**src/rtl/mult_div_unit.sv**
```systemverilog
`default_nettype none
`timescale 1ns/1ps
// ============================================================================
// Module      : mult_div_unit
// Description : Iterative signed 32x32 multiply (shift-add) and divide
//               (restoring) unit with HI/LO result registers.
//               Define MULT_DIV_UNIT_DIVIDE_EN to compile the divider.
// Revision    : 1.0 - initial release
// ============================================================================
module mult_div_unit (
    input  logic        clk,
    input  logic        reset,
    input  logic        start,
    input  logic        op,
    input  logic [31:0] a,
    input  logic [31:0] b,
    output logic        busy,
    output logic        done,
    output logic        div_zero,
    output logic [31:0] hi,
    output logic [31:0] lo
);

    typedef enum logic [1:0] {
        S_IDLE = 2'd0,
        S_MULT = 2'd1,
`ifdef MULT_DIV_UNIT_DIVIDE_EN
        S_DIV  = 2'd2,
`endif
        S_DONE = 2'd3
    } state_t;

    state_t      r_state;
    logic        r_busy;
    logic        r_done;
    logic        r_dz;
    logic [31:0] r_hi;
    logic [31:0] r_lo;
    logic [5:0]  r_cnt;
    logic        r_prep;
    logic        r_skip;
    logic        r_neg_q;
    logic [31:0] r_b;
    logic [63:0] r_acc;

    logic [31:0] w_a_mag;
    logic [31:0] w_b_mag;
    logic [32:0] w_mul_sum;
    logic [63:0] w_mul_next;
    logic [63:0] w_mul_res;

    assign w_a_mag = a[31] ? (~a + 32'd1) : a;
    assign w_b_mag = b[31] ? (~b + 32'd1) : b;

    // Multiplier sits in the low half of r_acc and is consumed LSB first.
    assign w_mul_sum  = {1'b0, r_acc[63:32]} + (r_acc[0] ? {1'b0, r_b} : 33'd0);
    assign w_mul_next = {w_mul_sum, r_acc[31:1]};
    assign w_mul_res  = r_neg_q ? (~w_mul_next + 64'd1) : w_mul_next;

`ifdef MULT_DIV_UNIT_DIVIDE_EN
    logic        r_neg_r;
    logic [32:0] w_div_sh;
    logic [32:0] w_div_sub;
    logic [31:0] w_div_rem;
    logic [63:0] w_div_next;
    logic [31:0] w_quo;
    logic [31:0] w_rem;

    // r_acc holds {partial remainder, dividend/quotient}; the remainder is
    // always below 2^31, so its shifted value fits in 33 bits.
    assign w_div_sh   = r_acc[63:31];
    assign w_div_sub  = w_div_sh - {1'b0, r_b};
    assign w_div_rem  = w_div_sub[32] ? w_div_sh[31:0] : w_div_sub[31:0];
    assign w_div_next = {w_div_rem, r_acc[30:0], ~w_div_sub[32]};
    assign w_quo      = r_neg_q ? (~w_div_next[31:0] + 32'd1) : w_div_next[31:0];
    assign w_rem      = r_neg_r ? (~w_div_next[63:32] + 32'd1) : w_div_next[63:32];
`endif

    // The first cycle after acceptance is a setup cycle; short operations
    // (divide by zero, divide when disabled) finish there without writing HI/LO.
    always_ff @(posedge clk or negedge reset) begin
        if (!reset) begin
            r_state <= S_IDLE;
            r_busy  <= 1'b0;
            r_done  <= 1'b0;
            r_dz    <= 1'b0;
            r_hi    <= 32'd0;
            r_lo    <= 32'd0;
            r_cnt   <= 6'd0;
            r_prep  <= 1'b0;
            r_skip  <= 1'b0;
            r_neg_q <= 1'b0;
            r_b     <= 32'd0;
            r_acc   <= 64'd0;
`ifdef MULT_DIV_UNIT_DIVIDE_EN
            r_neg_r <= 1'b0;
`endif
        end else begin
            r_done <= 1'b0;
            r_dz   <= 1'b0;
            case (r_state)
                S_IDLE: begin
                    if (start) begin
                        r_busy  <= 1'b1;
                        r_prep  <= 1'b1;
                        r_cnt   <= 6'd0;
                        r_neg_q <= a[31] ^ b[31];
                        r_b     <= w_b_mag;
                        r_acc   <= {32'd0, w_a_mag};
`ifdef MULT_DIV_UNIT_DIVIDE_EN
                        r_neg_r <= a[31];
                        r_skip  <= op && (b == 32'd0);
                        r_state <= op ? S_DIV : S_MULT;
`else
                        r_skip  <= op;
                        r_state <= S_MULT;
`endif
                    end
                end
                S_MULT: begin
                    if (r_prep) begin
                        r_prep <= 1'b0;
                        if (r_skip) begin
                            r_state <= S_DONE;
                            r_done  <= 1'b1;
                        end
                    end else begin
                        r_acc <= w_mul_next;
                        r_cnt <= r_cnt + 6'd1;
                        if (r_cnt == 6'd31) begin
                            r_hi    <= w_mul_res[63:32];
                            r_lo    <= w_mul_res[31:0];
                            r_cnt   <= 6'd0;
                            r_state <= S_DONE;
                            r_done  <= 1'b1;
                        end
                    end
                end
`ifdef MULT_DIV_UNIT_DIVIDE_EN
                S_DIV: begin
                    if (r_prep) begin
                        r_prep <= 1'b0;
                        if (r_skip) begin
                            r_state <= S_DONE;
                            r_done  <= 1'b1;
                            r_dz    <= 1'b1;
                        end
                    end else begin
                        r_acc <= w_div_next;
                        r_cnt <= r_cnt + 6'd1;
                        if (r_cnt == 6'd31) begin
                            r_hi    <= w_rem;
                            r_lo    <= w_quo;
                            r_cnt   <= 6'd0;
                            r_state <= S_DONE;
                            r_done  <= 1'b1;
                        end
                    end
                end
`endif
                S_DONE: begin
                    r_state <= S_IDLE;
                    r_busy  <= 1'b0;
                end
                default: begin
                    r_state <= S_IDLE;
                    r_busy  <= 1'b0;
                end
            endcase
        end
    end

    assign busy     = r_busy;
    assign done     = r_done;
    assign div_zero = r_dz;
    assign hi       = r_hi;
    assign lo       = r_lo;

endmodule
`default_nettype wire

```
**config.mk**
```make
export PLATFORM = sky130hd
export DESIGN_NAME = mult_div_unit
export DESIGN_NICKNAME = d
export VERILOG_FILES = /design/src/rtl/mult_div_unit.sv
export SDC_FILE = /design/constraint.sdc
export NUM_CORES = 1
export LEC_CHECK = 0
export ABC_AREA = 1
export CAP_MARGIN = 20
export CELL_PAD_IN_SITES_DETAIL_PLACEMENT = 1
export CELL_PAD_IN_SITES_GLOBAL_PLACEMENT = 1
export CORE_MARGIN = 5
export CORE_UTILIZATION = 37
export CTS_CLUSTER_DIAMETER = 150
export DETAILED_ROUTE_END_ITERATION = 8
export PLACE_DENSITY_LB_ADDON = 0.1
export SLEW_MARGIN = 20
export SYNTH_ARGS = -nofsm -noshare
export SYNTH_HDL_FRONTEND = slang
export SYNTH_SLANG_ARGS = --single-unit
```
**constraint.sdc**
```tcl
create_clock -name clk -period 2.62 [get_ports clk]
set_input_delay 0.262 -clock clk [delete_from_list [all_inputs] [get_ports clk]]
set_output_delay 0.262 -clock clk [all_outputs]
set_load 0.02 [all_outputs]
```
Word level (Yosys, flattened, before mapping)
Index checks and enable logic that the tools add are counted.
- $add $sub $neg: 5
- eq/ne operators: 6
- mux-type cells: 23
- bitwise gates (word level): 6
- reductions and logical operators: 8
- operators with widths (kind ; number):
    64-bit 2-to-1 mux ; 3
    64-bit case mux with 2 select lines ; 1
    32-bit 2-to-1 mux ; 3
    32-bit by 1-bit adder with 32-bit output (second input constant) ; 2
    64-bit by 1-bit adder with 64-bit output (second input constant) ; 1
    32-bit inverter ; 2
    64-bit inverter ; 1
    32-bit by 32-bit adder with 33-bit output ; 1
    6-bit 2-to-1 mux ; 3
    6-bit case mux with 2 select lines ; 1
    3-bit AND reduction ; 3
    2-bit 2-to-1 mux ; 4
    6-bit by 1-bit adder with 6-bit output (second input constant) ; 1
    6-bit by 5-bit equality test with 1-bit output (second input constant) ; 1
    3-bit != test (second input constant) ; 2
    2-bit AND reduction ; 3
    1-bit 2-to-1 mux ; 5
    2-bit != test (second input constant) ; 2
    1-bit case mux with 2 select lines ; 2
    2-bit case mux with 2 select lines ; 1
    2-bit by 1-bit equality test with 1-bit output (second input constant) ; 1
    2-bit logical NOT ; 1
    1-bit inverter ; 2
    2-bit nonzero test ; 1
    1-bit XOR ; 1
- bits in registers: 173
- input port bits: 68
- output and inout port bits: 67
- word-level logic and storage cells: 59

Longest topological paths before layout
Gate-level depths: netlist (run 1).
- depth after elaboration: 5
- depth in mapped cells: 24
- gate-level depth less buffers: 22

Worst setup path after synthesis (run 1)
Ideal clock, no wire load.
- kind: flip-flop to flip-flop
- start point: reg r_acc[0]
- end point: reg r_hi[28], in the netlist hi[28]
- setup time: 117 ps
- arrival: 2789 ps
- data required time: 2503 ps
- path slack: -287 ps
- stages on the path, launching flop included: 17
- path buffers: 2
- period minus slack after synthesis: 2907 ps
- cell sequence: dfrtp_1 clkbuf_1 clkbuf_1 nand2_1 inv_1 ha_1 fa_1 xnor2_1 nand2_1 nor3_1 nand2_1 nor2_1 nand3_1 o21ai_2 nand3_1 nand3_1 nand2_1
- cells in the longest elaborated chain, start to end: 5
- RTL lines (item ; RTL line ; RTL):
    from (decl) ; 44 ; logic [63:0] r_acc;
    from (signal assigned) ; 109 ; r_acc <= {32'd0, w_a_mag};
    from (signal assigned) ; 128 ; r_acc <= w_mul_next;
    32-bit 2-to-1 mux (*) ; 56 ; assign w_mul_sum = {1'b0, r_acc[63:32]} + (r_acc[0] ? {1'b0, r_b} : 33'd0);
    32-bit by 32-bit adder with 33-bit output (*) ; 56 ;
    64-bit inverter ; 58 ; assign w_mul_res = r_neg_q ? (~w_mul_next + 64'd1) : w_mul_next;
    64-bit by 1-bit adder with 64-bit output ; 58 ;
    64-bit 2-to-1 mux (*) ; 58 ;
    to (signal assigned) ; 131 ; r_hi <= w_mul_res[63:32];
    to (decl) ; 37 ; logic [31:0] r_hi;
Every way passes the cells marked *; elsewhere a longest branch is shown, timed or not.
A chain may end at the register's enable or synchronous reset.

Worst setup path in the final report (run 1)
- start point: reg r_acc[0]
- end point: reg r_hi[27], in the netlist hi[27]
The elaborated chain is that of the path after synthesis.

==> results of run 1 <==
==> cell families (layout without fill, tap and decap cells) <==
family,count (synthesis),count (layout)
compound gates,285,285
simple gates,1021,1021
flops,173,173
buf+inv,324,661
xor+xnor,89,89
other cells,1,1
fa+ha+maj,37,37
==> cell usage after synthesis (6+ instances only) <==
cell type	count	area share
o211ai_1	16	0.0095
nor2_2	15	0.0074
inv_1	258	0.077
nor4_1	8	0.0040
a31oi_1	6	0.0030
clkbuf_1	52	0.015
nand3_1	111	0.044
nand2_1	638	0.19
nand3b_1	7	0.0042
dfrtp_1	173	0.34
xor2_1	68	0.047
nand4_1	25	0.012
o21ai_0	185	0.073
nor3_1	25	0.0099
a21oi_1	54	0.021
ha_1	36	0.036
nand2_2	16	0.0079
nor2_1	152	0.045
xnor2_1	21	0.015
==> worst max path at each step <==
stage / from / to / slack [ns] / cells after the start
floorplan: r_acc[0] / hi[26] / -0.03 / 18
detailed placement: r_acc[0] / hi[28] / -0.66 / 19
finish: r_acc[0] / hi[27] / -0.44 / 19
CTS: r_acc[0] / hi[24] / -0.41 / 18
global placement: r_acc[0] / hi[31] / -0.64 / 20
global route: r_acc[0] / hi[17] / -0.58 / 19
==> critical path, delay by kind of cell (launching register included) <==
| family | cells | cell delay (ns) |
|---|---|---|
| flops | 1 | 0.46 |
| fa+ha+maj | 2 | 0.55 |
| buf+inv | 5 | 0.63 |
| xor+xnor | 1 | 0.20 |
| simple gates | 11 | 1.16 |
==> metal layers <==
metal / global-route usage / vias up / wire, um
met5: 0 / - / 0
met4: 0.0747 / 0 / 1260
met3: 0.0362 / 69 / 1740
met2: 0.433 / 277 / 25000
met1: 0.341 / 6935 / 23100
li1: - / 6768 / -
==> flip-flops by register name, indices dropped and copies added, names as in the netlist <==
signal / count
r_cnt: 6
r_state: 2
r_skip: 1
hi: 32
done: 1
busy: 1
r_acc: 64
r_b: 32
r_neg_q: 1
r_prep: 1
lo: 32
==> stage by stage <==
stage | cell area (um^2) | hold slack [ns] | util
6_report | 18100 | 0.305 | 0.540
5_1_grt | 18100 | 0.341 | 0.540
4_1_cts | 17400 | 0.327 | 0.518
3_5_place_dp | 15900 | 0.216 | 0.474
3_3_place_gp | 15900 | 0.222 | 0.474
2_1_floorplan | 12700 | -0.0336 | -
==> final cells by class <==
| class | count | area, um^2 |
|---|---|---|
| clock buffer | 20 | 457 |
| clock inverter | 12 | 101 |
| fill | 4270 | 15500 |
| inverter | 264 | 997 |
| multi-input combinational | 1433 | 8500 |
| sequential | 173 | 4330 |
| tap | 448 | 561 |
| timing repair buffer | 365 | 3190 |
==> what timing repair did <==
item	CTS	global route
resized for setup	171	175
endpoints found under the hold margin	39	0
endpoints found under the setup margin	37	44
pin swaps	58	48
setup buffers	10	21
hold buffers	1	0
cloned	1	0
==> power by group through the flow <==
stage / logic (mW) / registers [mW] / clock network (mW)
final: 12.4 / 3.97 / 2.55
after global routing: 13.4 / 4.01 / 2.70
after CTS: 10.9 / 3.92 / 2.59
after detailed placement: 9.48 / 3.87 / 0
after global placement: 9.24 / 3.86 / 0
after floorplan: 5.14 / 3.66 / 0
==> flow_summary_export.csv, run 1 <==
group,metric,value,unit
run_status,outcome,"finished with violations",
run_status,violations,"negative setup slack",
setup_path,worstReg2RegEnd,"hi[27]",
power_and_ir_drop,p_seq_frac,0.210,
clock_network,cts_tree,"built",
power_and_ir_drop,ir_worst_vdd,0.669,mV
final_layout,layout-drive-gt1-share,0.256,
power_and_ir_drop,power_frac_comb,0.656,
floorplan,row_count,67,
floorplan,ios,135,
floorplan,fp.coreArea,33600,um^2
yosys,synthesis.area,12600,um^2
yosys,avgSynthCellArea,6.54,um^2
routing,drt_pre_antenna_iters,5,
setup_path,max_stage_delay,0.46,ns
yosys,synth_mux_area_frac,0,
routing,first_iter_violations,725,
grt,grt_max_degree,83,
setup_path,critPathKind,"reg2reg",
clock_network,cts_made_buffers,17,
grt,overflow,0,
sta,fmax,0.327,GHz
setup_path,reg2reg_from,"r_acc[0]",
clock_network,clk_pin_slew_worst_paths,0.07,ns
power_and_ir_drop,internal_power,9.84,mW
power_and_ir_drop,pwr-share-clk,0.135,
floorplan,dieArea,37900,um^2
hold_path,hold_class,"in2async",
routing,ant_nets,0,
clock_network,root_buffer,"clkbuf_16",
grt,antenna_found_initial,0,
setup_path,cp.required,2.99,ns
yosys,synth_edf_count,0,
floorplan,die_x,195,um
final_layout,diodes,0,
setup_path,reg2regPathDepth,19,
power_and_ir_drop,switching_power,9.10,mW
final_layout,final_cell_count_no_fill,2715,
routing,wl_per_cell,18.8,um
power_and_ir_drop,p_per_area,1040,nW/um^2
clock_network,worstSkewPairLatency,0.45,ns
yosys,synth_nets,2035,
setup_path,end_kind,"register",
final_layout,syn_to_final_growth,43.7,%
power_and_ir_drop,power,18.9,mW
yosys,synth_top_family_by_area,"simple AND/OR/NAND/NOR gates",
yosys,yosys.area_share.simple,0.339,
sta,fin_skew,0.0261,ns
yosys,ys_ff_latch,173,
placed_design,place.gp.congestion,0.891,
sta,fin_crit_sh,1.17,
routing,via_count,14000,
yosys,yosysSeqAreaShare,0.343,
yosys,syn_inst,1930,
setup_path,cp.arrival,3.43,ns
sta,layout_min_cycle_time,3.06,ns
run,drv_cap,0,
setup_path,rrSetupSlack,-0.44,ns
sta,slew_headroom,0.484,
clock_network,cts_htree_levels,4,
routing,vias_per_cell,5.17,
yosys,synth_compound_area_frac,0.121,
placed_design,place_inst,2651,
sta,final_max_slew_viol_count,0,
sta,finalWorstSetupSlack,-0.438,ns
floorplan,die_h,195,um
power_and_ir_drop,swShare,0.480,
setup_path,critPathMaxFanout,4,
setup_path,crit_chain,"buf_6 > nand2_8 > inv_4 > ha_4 > fa_2 > buf_4 > xnor2_4 > nand3_1 > nor2_2 > buf_4 > nand4_1 > nor2_2 > nand3_1 > nand2_2 > buf_12 > nand2_2 > nand3_2 > nand3_2 > nand2_1",
floorplan,initial_core_util,0.376,
yosys,synth_adder_area_share,0.0373,
grt,track_usage,0.256,
final_layout,nets,2359,
placed_design,place_ws,-0.659,ns
setup_path,startpoint_type,"register",
yosys,yosys_warnings,0,
clock_network,cts_max_path_buffers,2,
final_layout,mostFrequentLayoutCells,"544 x nand2_1, 228 x inv_1, 221 x buf_4",
final_layout,final_common_cell,"nand2_1",
sta,hold_viol_final,0,
yosys,synth_ff_type,"dfrtp_1",
placed_design,io_buffers,133,
clock_network,cts.sinks,173,
routing,drc_errors,0,
sta,rsz0062_at_grt,"yes",
grt,first_global_vias,14400,
sta,setup_viol,29,
routing,routed_wl,51100,um
yosys,synth.distinct_cells,44,
yosys,synthXorXnorAreaFrac,0.0617,
power_and_ir_drop,p_leak,8.80,nW
sta,worstMarginPinSlew,0.769,ns
setup_path,crit_slowest_cell,"dfrtp_2",
sta,timing.setup.tns,-9.39,ns
grt,grt_pass1_wl,78200,um
placed_design,dp_hpwl,38100,um
yosys,synthArstFlopShare,1.00,
(Power assumes the default switching activity.)
==> run 2: changes to the inputs <==
--- a/config.mk
+++ b/config.mk
@@ -9,11 +9,14 @@
 export CAP_MARGIN = 20
 export CELL_PAD_IN_SITES_DETAIL_PLACEMENT = 1
 export CELL_PAD_IN_SITES_GLOBAL_PLACEMENT = 1
+export CORE_ASPECT_RATIO = 0.7
 export CORE_MARGIN = 5
 export CORE_UTILIZATION = 37
 export CTS_CLUSTER_DIAMETER = 150
+export CTS_CLUSTER_SIZE = 25
 export DETAILED_ROUTE_END_ITERATION = 8
 export PLACE_DENSITY_LB_ADDON = 0.1
+export RECOVER_POWER = 25
 export SLEW_MARGIN = 20
 export SYNTH_ARGS = -nofsm -noshare
 export SYNTH_HDL_FRONTEND = slang
==> flow_summary_export.csv, run 2 (same netlist as run 1, synthesis figures left out) <==
group,metric,value,unit
run_status,outcome,"finished with violations",
run_status,violations,"negative setup slack",
power_and_ir_drop,pwr-share-clk,0.110,
placed_design,place_inst,2695,
grt,antenna_found_initial,0,
grt,first_global_vias,15300,
floorplan,dieArea,38000,um^2
final_layout,nFillCells,4127,
routing,via_count,15900,
setup_path,critPathMaxFanout,6,
sta,worstMarginPinSlew,1.14,ns
placed_design,place_ws,-0.869,ns
final_layout,diodes,0,
placed_design,place.gp.congestion,0.929,
floorplan,die_x,231,um
clock_network,clk_pin_slew_worst_paths,0.08,ns
sta,layout_min_cycle_time,3.27,ns
sta,finalWorstSetupSlack,-0.645,ns
clock_network,worstSkewPairLatency,0.47,ns
grt,track_usage,0.295,
setup_path,cp.required,3.04,ns
routing,drc_errors,0,
final_layout,final_common_cell,"nand2_1",
setup_path,cp_common_cell,"nand2_1",
placed_design,dp_hpwl,41100,um
sta,slew_headroom,0.242,
clock_network,cts_max_path_buffers,2,
sta,fmax,0.306,GHz
setup_path,end_kind,"register",
routing,ant_nets,0,
final_layout,multi_input_area,9600,um^2
sta,setup_viol,50,
floorplan,initial_core_util,0.376,
grt,grt_pass1_wl,87500,um
final_layout,syn_to_final_growth,61.3,%
final_layout,top_register,"r_acc",
routing,wl_per_cell,24.2,um
power_and_ir_drop,p_leak,9.90,nW
setup_path,cp.arrival,3.68,ns
clock_network,cts_tree,"built",
routing,drt_pre_antenna_iters,7,
sta,fin_skew,0.0158,ns
grt,top_usage_layer,"met2",
final_layout,final_cell_count_no_fill,2812,
setup_path,crit_slowest_cell,"fa_2",
setup_path,critPathKind,"reg2reg",
final_layout,largest_reg_flops,64,
clock_network,cts_made_buffers,17,
power_and_ir_drop,swShare,0.505,
clock_network,cts_htree_levels,4,
clock_network,cts.sinks,173,
power_and_ir_drop,internal_power,11.8,mW
floorplan,row_count,56,
power_and_ir_drop,power_frac_comb,0.722,
floorplan,ios,135,
floorplan,fp.coreArea,33600,um^2
power_and_ir_drop,switching_power,12.1,mW
sta,rsz0062_at_grt,"yes",
clock_network,root_buffer,"clkbuf_16",
setup_path,max_stage_delay,0.46,ns
power_and_ir_drop,ir_worst_vdd,0.645,mV
routing,first_iter_violations,1347,
floorplan,die_h,165,um
grt,use_met2,0.454,
routing,vias_per_cell,5.64,
hold_path,hold_class,"in2reg",
final_layout,mostFrequentLayoutCells,"423 x nand2_1, 276 x buf_4, 188 x inv_1",
grt,overflow,0,
setup_path,crit_chain,"buf_12 > nand2_8 > inv_4 > ha_4 > fa_2 > nand2_2 > nand2_4 > nand3_4 > nand2_8 > buf_6 > nand3_2 > nand4_1 > nand2_4 > nand2_2 > nor2_4 > nand2_1 > nand2_1 > nand2_1 > nand3_1 > nand3_1 > nand2_1",
grt,grt_max_degree,94,
run,drv_cap,0,
power_and_ir_drop,p_per_area,1170,nW/um^2
grt,grtUsageMet1,0.434,
routing,routed_wl,68000,um
sta,final_max_slew_viol_count,0,
sta,fin_crit_sh,1.25,
sta,hold_viol_final,0,
power_and_ir_drop,p_seq_frac,0.168,
final_layout,nets,2469,
grt,globalRouteMet3Util,0.0435,
final_layout,layout-drive-gt1-share,0.377,
final_layout,seq_area,4330,um^2
placed_design,io_buffers,133,
setup_path,startpoint_type,"register",
run 2: power by group through the flow:
stage | sequential (mW) | clock [mW] | combinational (mW)
6_report | 4.02 | 2.63 | 17.2
5_1_grt | 4.05 | 2.77 | 17.9
4_1_cts | 3.91 | 2.62 | 13.4
3_5_place_dp | 3.84 | 0 | 9.99
3_3_place_gp | 3.83 | 0 | 9.77
2_1_floorplan | 3.66 | 0 | 5.14
run 2: worst paths after layout:
path / startpoint / endpoint / slack [ns] / cells after the start
max in group asynchronous: reset / r_acc[0] / 0.52 / 3
hold reg to reg: hi[20] / hi[20] / 0.48 / 2
setup / recovery: r_acc[0] / hi[25] / -0.65 / 21
hold / removal: op / r_skip / 0.33 / 3
setup reg to reg: r_acc[0] / hi[25] / -0.65 / 21
min in group asynchronous: reset / lo[7] / 0.53 / 2
run 2: routing by layer:
metal / part of all wire / vias to the layer above
met5: 0 / -
met4: 0.044 / 0
met3: 0.073 / 213
met2: 0.46 / 766
met1: 0.43 / 7893
li1: - / 6996
run 2: critical path: cells and delay by family (launching register included):
| kind | cells | cell delay [ns] |
|---|---|---|
| and+or+nand+nor | 16 | 1.78 |
| buffers and inverters | 3 | 0.34 |
| adders and majority gates | 2 | 0.63 |
| DFF | 1 | 0.44 |
run 2: per-stage QoR:
step | area (um^2) | TNS (ns) | power [mW] | utilization | hold WS [ns]
after floorplan | 12700 | -0.0983 | 8.80 | - | -0.0336
after CTS | 19000 | -7.74 | 19.9 | 0.565 | 0.274
after detailed placement | 16300 | -21.38 | 13.8 | 0.487 | 0.206
after global routing | 20400 | -20.85 | 24.7 | 0.607 | 0.374
final | 20400 | -17.47 | 23.9 | 0.607 | 0.333
after global placement | 16300 | -19.48 | 13.6 | 0.487 | 0.207
run 2: area by class of cell:
cell class	instances	share of cell area
timing repair buffer	475	0.210
sequential	173	0.213
clock buffer	19	0.0217
clock inverter	13	0.00584
multi-input combinational	1433	0.471
tap	435	0.0267
inverter	264	0.0517
run 2: what timing repair did:
item | CTS | global route
hold buffers | 1 | 0
buffers inserted | 50 | 37
endpoints found under the hold margin | 36 | 0
pin swaps | 133 | 128
gates resized for setup | 423 | 327
endpoints found under the setup margin | 45 | 50
cloned | 2 | 2
==> run 3: changes to the inputs <==
--- a/config.mk
+++ b/config.mk
@@ -13,7 +13,7 @@
 export CORE_MARGIN = 5
 export CORE_UTILIZATION = 37
 export CTS_CLUSTER_DIAMETER = 150
-export CTS_CLUSTER_SIZE = 25
+export CTS_CLUSTER_SIZE = 20
 export DETAILED_ROUTE_END_ITERATION = 8
 export PLACE_DENSITY_LB_ADDON = 0.1
 export RECOVER_POWER = 25
==> results of run 3 <==
Same layout as run 2: the final DEF is identical, and so are final timing and power.
